==> config.mk <==
export PLATFORM = sky130hd
export DESIGN_NAME = norm_cdf_sched_flat
export DESIGN_NICKNAME = d
export VERILOG_FILES = /design/src/rtl/norm_cdf_sched_if.sv /design/src/rtl/norm_cdf_sched.sv /design/src/flat_wrapper.sv
export SDC_FILE = /design/constraint.sdc
export NUM_CORES = 1
export LEC_CHECK = 0
export ABC_AREA = 1
export CORE_MARGIN = 1.5
export CORE_UTILIZATION = 30
export DETAILED_ROUTE_END_ITERATION = 12
export PLACE_DENSITY = 0.52
export SYNTH_ARGS = -nofsm -noshare
export SYNTH_HDL_FRONTEND = slang
export SYNTH_SLANG_ARGS = --single-unit
==> constraint.sdc <==
create_clock -name clk -period 18.05 [get_ports clk]
set_input_delay 3.61 -clock clk [delete_from_list [all_inputs] [get_ports clk]]
set_output_delay 3.61 -clock clk [all_outputs]
set_load 0.05 [all_outputs]
==> src/rtl/norm_cdf_sched_if.sv <==
`default_nettype none
// ============================================================================
// Module   : norm_cdf_sched_if
// Brief    : Request, table-read and result signals of the N(x) lookup scheduler.
// Revision : 1.0
// ============================================================================
interface norm_cdf_sched_if #(
    parameter int XW = 16,
    parameter int YW = 16,
    parameter int AW = 10,
    parameter int CW = 16
);
    logic [1:0]    req_valid;
    logic [XW-1:0] req_x0;
    logic [XW-1:0] req_x1;
    logic [1:0]    req_ready;
    logic [AW-1:0] rom_addr;
    logic [YW-1:0] rom_val1;
    logic [YW-1:0] rom_val2;
    logic          out_valid;
    logic          out_ready;
    logic [YW-1:0] out_data;
    logic          out_tag;
    logic [CW-1:0] lookups_done;

    modport slave (
        input  req_valid, req_x0, req_x1, rom_val1, rom_val2, out_ready,
        output req_ready, rom_addr, out_valid, out_data, out_tag, lookups_done
    );

    modport master (
        output req_valid, req_x0, req_x1, rom_val1, rom_val2, out_ready,
        input  req_ready, rom_addr, out_valid, out_data, out_tag, lookups_done
    );
endinterface
`default_nettype wire

==> src/rtl/norm_cdf_sched.sv <==
`default_nettype none
// ============================================================================
// Module   : norm_cdf_sched
// Brief    : Two-port arbiter and 3-stage interpolating sequencer for N(x).
// Revision : 1.0
// ============================================================================
module norm_cdf_sched #(
    parameter int XW = 16,
    parameter int YW = 16,
    parameter int AW = 10,
    parameter int CW = 16
) (
    input  logic               clk,
    input  logic               rst,
    norm_cdf_sched_if.slave    bus
);
    localparam int PW = YW + 5;

    // ---------------- stage 0: arbitration ----------------
    logic          rr_last_q;
    logic          out_valid_q;
    logic          w_adv;
    logic [1:0]    w_grant;
    logic [1:0]    w_ready;
    logic          w_xfer;
    logic          w_gidx;

    assign w_adv = !out_valid_q || bus.out_ready;

    always_comb begin
        w_grant = 2'b00;
        case (bus.req_valid)
            2'b01:   w_grant = 2'b01;
            2'b10:   w_grant = 2'b10;
            2'b11:   w_grant = rr_last_q ? 2'b01 : 2'b10;
            default: w_grant = 2'b00;
        endcase
    end

    assign w_ready       = {2{w_adv && !rst}} & w_grant;
    assign bus.req_ready = w_ready;
    assign w_xfer        = |(bus.req_valid & w_ready);
    assign w_gidx        = w_grant[1];

    // Address/fraction split of |x|; anything at or beyond z=8 pins to the last entry.
    logic [XW-1:0] w_x;
    logic          sign_d;
    logic [XW-1:0] w_abs;
    logic          w_clamp;
    logic [AW-1:0] addr_d;
    logic [3:0]    frac_d;

    assign w_x     = w_gidx ? bus.req_x1 : bus.req_x0;
    assign sign_d  = w_x[XW-1];
    assign w_abs   = sign_d ? (-w_x) : w_x;
    assign w_clamp = |w_abs[XW-1:13];
    assign addr_d  = w_clamp ? AW'(512) : AW'(w_abs[12:4]);
    assign frac_d  = w_clamp ? 4'd0 : w_abs[3:0];

    // ---------------- stage 1 ----------------
    logic          s1_valid_q;
    logic [AW-1:0] s1_addr_q;
    logic [3:0]    s1_frac_q;
    logic          s1_sign_q;
    logic          s1_tag_q;

    always_ff @(posedge clk) begin
        if (rst) begin
            s1_valid_q <= 1'b0;
            s1_addr_q  <= '0;
            s1_frac_q  <= '0;
            s1_sign_q  <= 1'b0;
            s1_tag_q   <= 1'b0;
            rr_last_q  <= 1'b1;
        end else if (w_adv) begin
            s1_valid_q <= w_xfer;
            if (w_xfer) begin
                s1_addr_q <= addr_d;
                s1_frac_q <= frac_d;
                s1_sign_q <= sign_d;
                s1_tag_q  <= w_gidx;
                rr_last_q <= w_gidx;
            end
        end
    end

    assign bus.rom_addr = s1_addr_q;

    // ---------------- stage 2: table pair capture ----------------
    logic          s2_valid_q;
    logic [YW-1:0] s2_v1_q;
    logic [YW-1:0] s2_v2_q;
    logic [3:0]    s2_frac_q;
    logic          s2_sign_q;
    logic          s2_tag_q;

    always_ff @(posedge clk) begin
        if (rst) begin
            s2_valid_q <= 1'b0;
            s2_v1_q    <= '0;
            s2_v2_q    <= '0;
            s2_frac_q  <= '0;
            s2_sign_q  <= 1'b0;
            s2_tag_q   <= 1'b0;
        end else if (w_adv) begin
            s2_valid_q <= s1_valid_q;
            s2_v1_q    <= bus.rom_val1;
            s2_v2_q    <= bus.rom_val2;
            s2_frac_q  <= s1_frac_q;
            s2_sign_q  <= s1_sign_q;
            s2_tag_q   <= s1_tag_q;
        end
    end

    // ---------------- stage 3: interpolate and mirror ----------------
    logic signed [YW:0]   w_d;
    logic signed [PW-1:0] w_p;
    logic [YW-1:0]        w_y;
    logic [YW-1:0]        out_data_d;

    assign w_d = $signed({1'b0, s2_v2_q}) - $signed({1'b0, s2_v1_q});
    assign w_p = PW'(w_d) * $signed({{(YW+1){1'b0}}, s2_frac_q});
    assign w_y = s2_v1_q + YW'(w_p >>> 4);
    // N(-z) = 1 - N(z); in Q0.16 the one's complement gives 0xFFFF - y.
    assign out_data_d = s2_sign_q ? ~w_y : w_y;

    logic [YW-1:0] out_data_q;
    logic          out_tag_q;
    logic [CW-1:0] lookups_q;

    always_ff @(posedge clk) begin
        if (rst) begin
            out_valid_q <= 1'b0;
            out_data_q  <= '0;
            out_tag_q   <= 1'b0;
        end else if (w_adv) begin
            out_valid_q <= s2_valid_q;
            out_data_q  <= out_data_d;
            out_tag_q   <= s2_tag_q;
        end
    end

    always_ff @(posedge clk) begin
        if (rst) begin
            lookups_q <= '0;
        end else if (out_valid_q && bus.out_ready) begin
            lookups_q <= lookups_q + CW'(1);
        end
    end

    assign bus.out_valid    = out_valid_q;
    assign bus.out_data     = out_data_q;
    assign bus.out_tag      = out_tag_q;
    assign bus.lookups_done = lookups_q;
endmodule
`default_nettype wire

==> src/flat_wrapper.sv <==
// flat-port wrapper written by rule: the top's interface ports become plain ports
module norm_cdf_sched_flat 
#(
    parameter int XW = 16,
    parameter int YW = 16,
    parameter int AW = 10,
    parameter int CW = 16
)
  (clk, rst, bus_req_valid, bus_req_x0, bus_req_x1, bus_rom_val1, bus_rom_val2, bus_out_ready, bus_req_ready, bus_rom_addr, bus_out_valid, bus_out_data, bus_out_tag, bus_lookups_done);
  norm_cdf_sched_if #(.XW(XW), .YW(YW), .AW(AW), .CW(CW)) bus_i ();
  input  logic clk;
  input  logic rst;
  input wire logic [$bits(bus_i.req_valid)-1:0] bus_req_valid;
  input wire logic [$bits(bus_i.req_x0)-1:0] bus_req_x0;
  input wire logic [$bits(bus_i.req_x1)-1:0] bus_req_x1;
  input wire logic [$bits(bus_i.rom_val1)-1:0] bus_rom_val1;
  input wire logic [$bits(bus_i.rom_val2)-1:0] bus_rom_val2;
  input wire logic [$bits(bus_i.out_ready)-1:0] bus_out_ready;
  output wire logic [$bits(bus_i.req_ready)-1:0] bus_req_ready;
  output wire logic [$bits(bus_i.rom_addr)-1:0] bus_rom_addr;
  output wire logic [$bits(bus_i.out_valid)-1:0] bus_out_valid;
  output wire logic [$bits(bus_i.out_data)-1:0] bus_out_data;
  output wire logic [$bits(bus_i.out_tag)-1:0] bus_out_tag;
  output wire logic [$bits(bus_i.lookups_done)-1:0] bus_lookups_done;
  assign bus_i.req_valid = bus_req_valid;
  assign bus_i.req_x0 = bus_req_x0;
  assign bus_i.req_x1 = bus_req_x1;
  assign bus_i.rom_val1 = bus_rom_val1;
  assign bus_i.rom_val2 = bus_rom_val2;
  assign bus_i.out_ready = bus_out_ready;
  assign bus_req_ready = bus_i.req_ready;
  assign bus_rom_addr = bus_i.rom_addr;
  assign bus_out_valid = bus_i.out_valid;
  assign bus_out_data = bus_i.out_data;
  assign bus_out_tag = bus_i.out_tag;
  assign bus_lookups_done = bus_i.lookups_done;
  norm_cdf_sched #(.XW(XW), .YW(YW), .AW(AW), .CW(CW)) u_core (.clk(clk), .rst(rst), .bus(bus_i));
endmodule
Yosys cells after proc, flatten, opt, wreduce, memory -nomap -nowiden

Index checks and enable logic that the tools add are counted.

Register bits: 91
Latch bits: 0
Bits in writable memories: 0
Bits in read-only memories: 0
Bits of input ports: 69
Memories kept: 0

Add/sub/neg operators: 4
$mul: 1
Divide/modulo/power cells: 0
Order comparisons: 0
Eq/ne operators: 3
Shift operators: 0
Muxes and demuxes: 7
Bitwise operators: 3
Reduce and logical (&&, ||, !) cells: 8

Operators with widths:

| kind                    | number |
|---|---|
| $mux W16                | 3 |
| $mul A17 B5 Y20         | 1 |
| $sub A16 B16 Y17        | 1 |
| $add A16 B1 Y16 const B | 1 |
| $add A16 B16 Y16        | 1 |
| $neg A16 Y16            | 1 |
| $not A16 Y16            | 1 |
| $mux W10                | 1 |
| $pmux W2 S3             | 1 |
| $and A2 B2 Y2           | 2 |
| $eq A2 B2 Y1 const B    | 2 |
| $mux W4                 | 1 |
| $reduce_or A3 Y1        | 1 |
| $eq A2 B1 Y1 const B    | 1 |
| $logic_and A1 B1 Y1     | 2 |
| $logic_not A1 Y1        | 2 |
| $mux W2                 | 1 |
| $reduce_and A2 Y1       | 1 |
| $reduce_or A2 Y1        | 1 |
| $logic_or A1 B1 Y1      | 1 |

Logic depth before layout (Yosys ltp)

Word-level depth: 7
Mapped depth: 39

Worst setup path after synthesis

OpenSTA, ideal clock, no wires.

Path type: input to output
Start point: input bus_req_valid[1]
End point: output bus_req_ready[1]
Arrival time: 4.521 ns
Required time: 14.440 ns
Path slack: 9.919 ns
Cell stages on the path: 6
Cell sequence: buf_6 > nand2_8 > nand2_4 > buf_2 > nand2_1 > inv_1

Word-level cells in the longest chain between the ends: 3
Elaborated cells on any way between the ends: 5

RTL lines:

| element                                      | line                 | text |
|---|---|---|
| from (decl)                                  | flat_wrapper.sv:13   | `input wire logic [$bits(bus_i.req_valid)-1:0] bus_req_valid;` |
| $eq A2 B2 Y1 or $eq A2 B1 Y1 (tied branches) | norm_cdf_sched.sv:32 | `case (bus.req_valid)` |
| $pmux W2 S3 (*)                              | norm_cdf_sched.sv:32 |  |
| $and A2 B2 Y2 (*)                            | norm_cdf_sched.sv:40 | `assign w_ready = {2{w_adv && !rst}} & w_grant;` |
| to (decl)                                    | flat_wrapper.sv:19   | `output wire logic [$bits(bus_i.req_ready)-1:0] bus_req_ready;` |

Mark *: on every way between the ends. The rest lies on a longest branch, timed or not.

Final worst setup path

Ends and elaborated chain as after synthesis.

==> results.md <==
- Outcome: completed
- Required time of the critical path: 14.44 ns
- VDD IR max: 0.0000464 V
- Die ar.: 0.0283 mm2
- Post_cts resized: 0
- Post-Syn Area: 0.00818 mm2
- P per Cell Area: 75.8 mW/mm2
- Synth Net Count: 1365
- Number of synthesized flops with an enable pin: 0
- Setup bufs post-CTS: 0
- CTS Buffer Depth: 2
- Arrival @ worst endpoint: 5.99 ns
- Slew Viols, Final: 0
- Worst slew margin: 43.2%
- Yosys top cell area share: 22.3%
- Starting Density: 30.4%
- Die Wd: 168 um
- Synth cell types: 45
- FFs w/ async S/R, synth: 0%
- Final cell count without fillers: 1632
- Drt first pass iters: 5
- IO Port Bufs: 114
- Grt total ovfl: 0
- Final period utilization: 53.2%
- Vias in the first global route: 7345
- Post-synth top area cell: dfxtp_1
- Setup violators final: 0
- Setup TNS: 0 ns
- Remaining antenna violation count: 0
- GRT Resource Usage Total: 15.9%
- WL final: 21700 um
- Crit path kind: in -> out
- Top cells by area, synth: dfxtp_1, ha_1, nand2_1
- Final hold violations: 0
- Num CTS Buffers: 9
- Layout cells sized above 1: 5.96%
- Avg Synthesized Cell Area: 6.84 um2
- Worst-Skew Late Latency: 0.35 ns
- Beginning of the worst register-to-register path: u_core.s2_v1_q[0]
- Pleak: 0.00484 uW
- Yosys warns: 0
- Vias per cell: 4.61
- Die H: 168 um
- Worst Clk Skew: 0.0113 ns
- Std cell rows: 60
- Max frequency: 104 MHz
- DRT iter0 DRCs: 312
- Max_cap viols: 0
- Startpoint types: input port
- DP HPWL: 17700 um
- Cells after DPL: 1616
- Final Total Pwr: 750 uW
- First-pass GRT wire length: 36400 um
- Syn Inst Count: 1195
- ANT cells: 0
- Post-synthesis register bit count: 91
- Max H-tree Level: 3
- Initial antenna violation count: 1
- Tightest Pin Transition: 0.851 ns
- Crit path time final: 9.60 ns
- # hold bufs at CTS: 0
- Clock Pin Slew Worst Setup and Hold Paths: 0.08 ns
- Hold path start: u_core.s2_valid_q
- Root Buffer Master: clkbuf_16
- WL per Instance: 13.3 um
- P&R area growth vs syn: 20.9%
- Routed vias: 7517
- Crit-path max FO: 25
- Largest net degree at the start of global routing: 70
- CTS Sinks: 91
- TritonCTS clock tree: yes
- Sequential-to-total area share from yosys stat: 22.3%
- Critical path endpoint category: output pin
- Worst Hold Class: reg -> reg
- Top FF cell, synth: dfxtp_1
- RD Place Congestion: 0.863
- Core ar.: 0.0269 mm2
- Total Nets Final: 1456
- Crit path from: bus_req_valid[1]
- I/O pin count: 115
- Remaining DRCs: 0
- RSZ-0062 raised after global routing: no
metrics by stage:
| stage | util, % | hold WS (ns) | setup slack (ns) | area (um2) |
|---|---|---|---|---|
| after floorplan | - | 0.429 | 9.92 | 8180 |
| after global placement | 35.7 | 0.451 | 8.48 | 9580 |
| after detailed placement | 35.7 | 0.453 | 8.44 | 9580 |
| after CTS | 36.8 | 0.465 | 8.44 | 9890 |
| after global routing | 36.8 | 0.486 | 8.31 | 9890 |
| final | 36.8 | 0.465 | 8.45 | 9890 |
placed cells by master (no fill, tap or decap), types with 2 or more instances in the layout:
cell,instances
nor3_1,14
o21bai_1,3
nand4_1,8
o21a_1,3
or2_2,9
nand3_2,14
o221ai_1,6
inv_2,3
nor2_2,3
nand2_4,3
inv_6,2
clkinv_1,2
o211ai_1,2
nor2_1,147
nand3b_1,10
clkinv_8,2
ha_1,68
dfxtp_1,91
nand2_2,9
a21o_1,6
nand3_1,55
o31ai_1,2
fa_1,33
nand2_1,220
a21oi_1,90
o21ai_0,80
clkbuf_16,9
clkinv_4,2
clkdlybuf4s50_1,114
nor2_4,4
buf_4,4
nor4_1,2
or2_1,2
a21oi_2,9
xor2_1,41
xnor2_1,18
inv_1,192
logic make-up (layout without fill, tap and decap cells):
kind of cell / after synthesis / count (layout) / share of synthesized area (%)
compound gates: 207 / 207 / 14.0
xor+xnor: 59 / 59 / 6.32
fa+ha+maj: 101 / 101 / 18.5
flops: 91 / 91 / 22.3
simple gates: 502 / 502 / 27.4
buf+inv: 235 / 331 / 11.5
layout make-up:
type | instances | area, um2
clock buffers | 9 | 225
well taps | 341 | 427
multi-input cells | 869 | 5420
fillers | 2908 | 17000
clock inverters | 7 | 78.8
repair buffers | 118 | 1170
flip-flops and latches | 91 | 1820
inverters | 197 | 739
critical path, cell delays in order:
cell and delay [ns]:
clkdlybuf4s50_1 0.80, nand2_4 0.25, nand2_4 0.28, nand2_1 0.14, inv_1 0.10, clkdlybuf4s50_1 0.81
report_power, final:
part	leakage (uW)	internal (uW)	switching (uW)
Clock	0.000148	98.3	92.4
Combinational	0.00394	118	208
Sequential	0.000749	220	13.0
Total	0.00484	436	313
sequential cells by signal (all words and copies together) (netlist names), 4 cells and up:
register,flops
u_core.s1_frac_q,4
u_core.s2_frac_q,4
u_core.bus.out_data,16
u_core.s2_v1_q,16
u_core.bus.rom_addr,10
u_core.s2_v2_q,16
u_core.bus.lookups_done,16
final timing paths:
path                            slack [ns]  depth (start not counted)                      end
worst max-delay path                  8.45                          6         bus_req_ready[1]
worst max register to register       11.41                         33  u_core.bus.out_data[15]
worst min register to register        0.46                          2        u_core.s2_valid_q
worst min-delay path                  0.46                          2        u_core.s2_valid_q
layer usage:
layer	vias to the layer above	global-route usage (%)	share of wire [%]
li1	3978	-	-
met1	3418	20.0	46
met2	105	28.2	48
met3	14	2.84	4.4
met4	2	3.65	1.2
met5	-	0	0.051
synthesized netlist by cell type, types with 4 or more instances:
library cell  number
buf_2              4
xnor2_1           18
ha_1              68
buf_1              4
nand4_1            8
dfxtp_1           91
a21o_1             6
fa_1              33
clkbuf_1          23
a21oi_1           90
inv_1            193
nand2_1          220
nor3_1            14
a21oi_2            9
nor2_1           148
nand3b_1          10
nand2_2            9
o221ai_1           6
xor2_1            41
or2_2              9
nand3_1           55
o21ai_0           80
nand3_2           14
No activity file was read; power rests on OpenSTA's default activity.
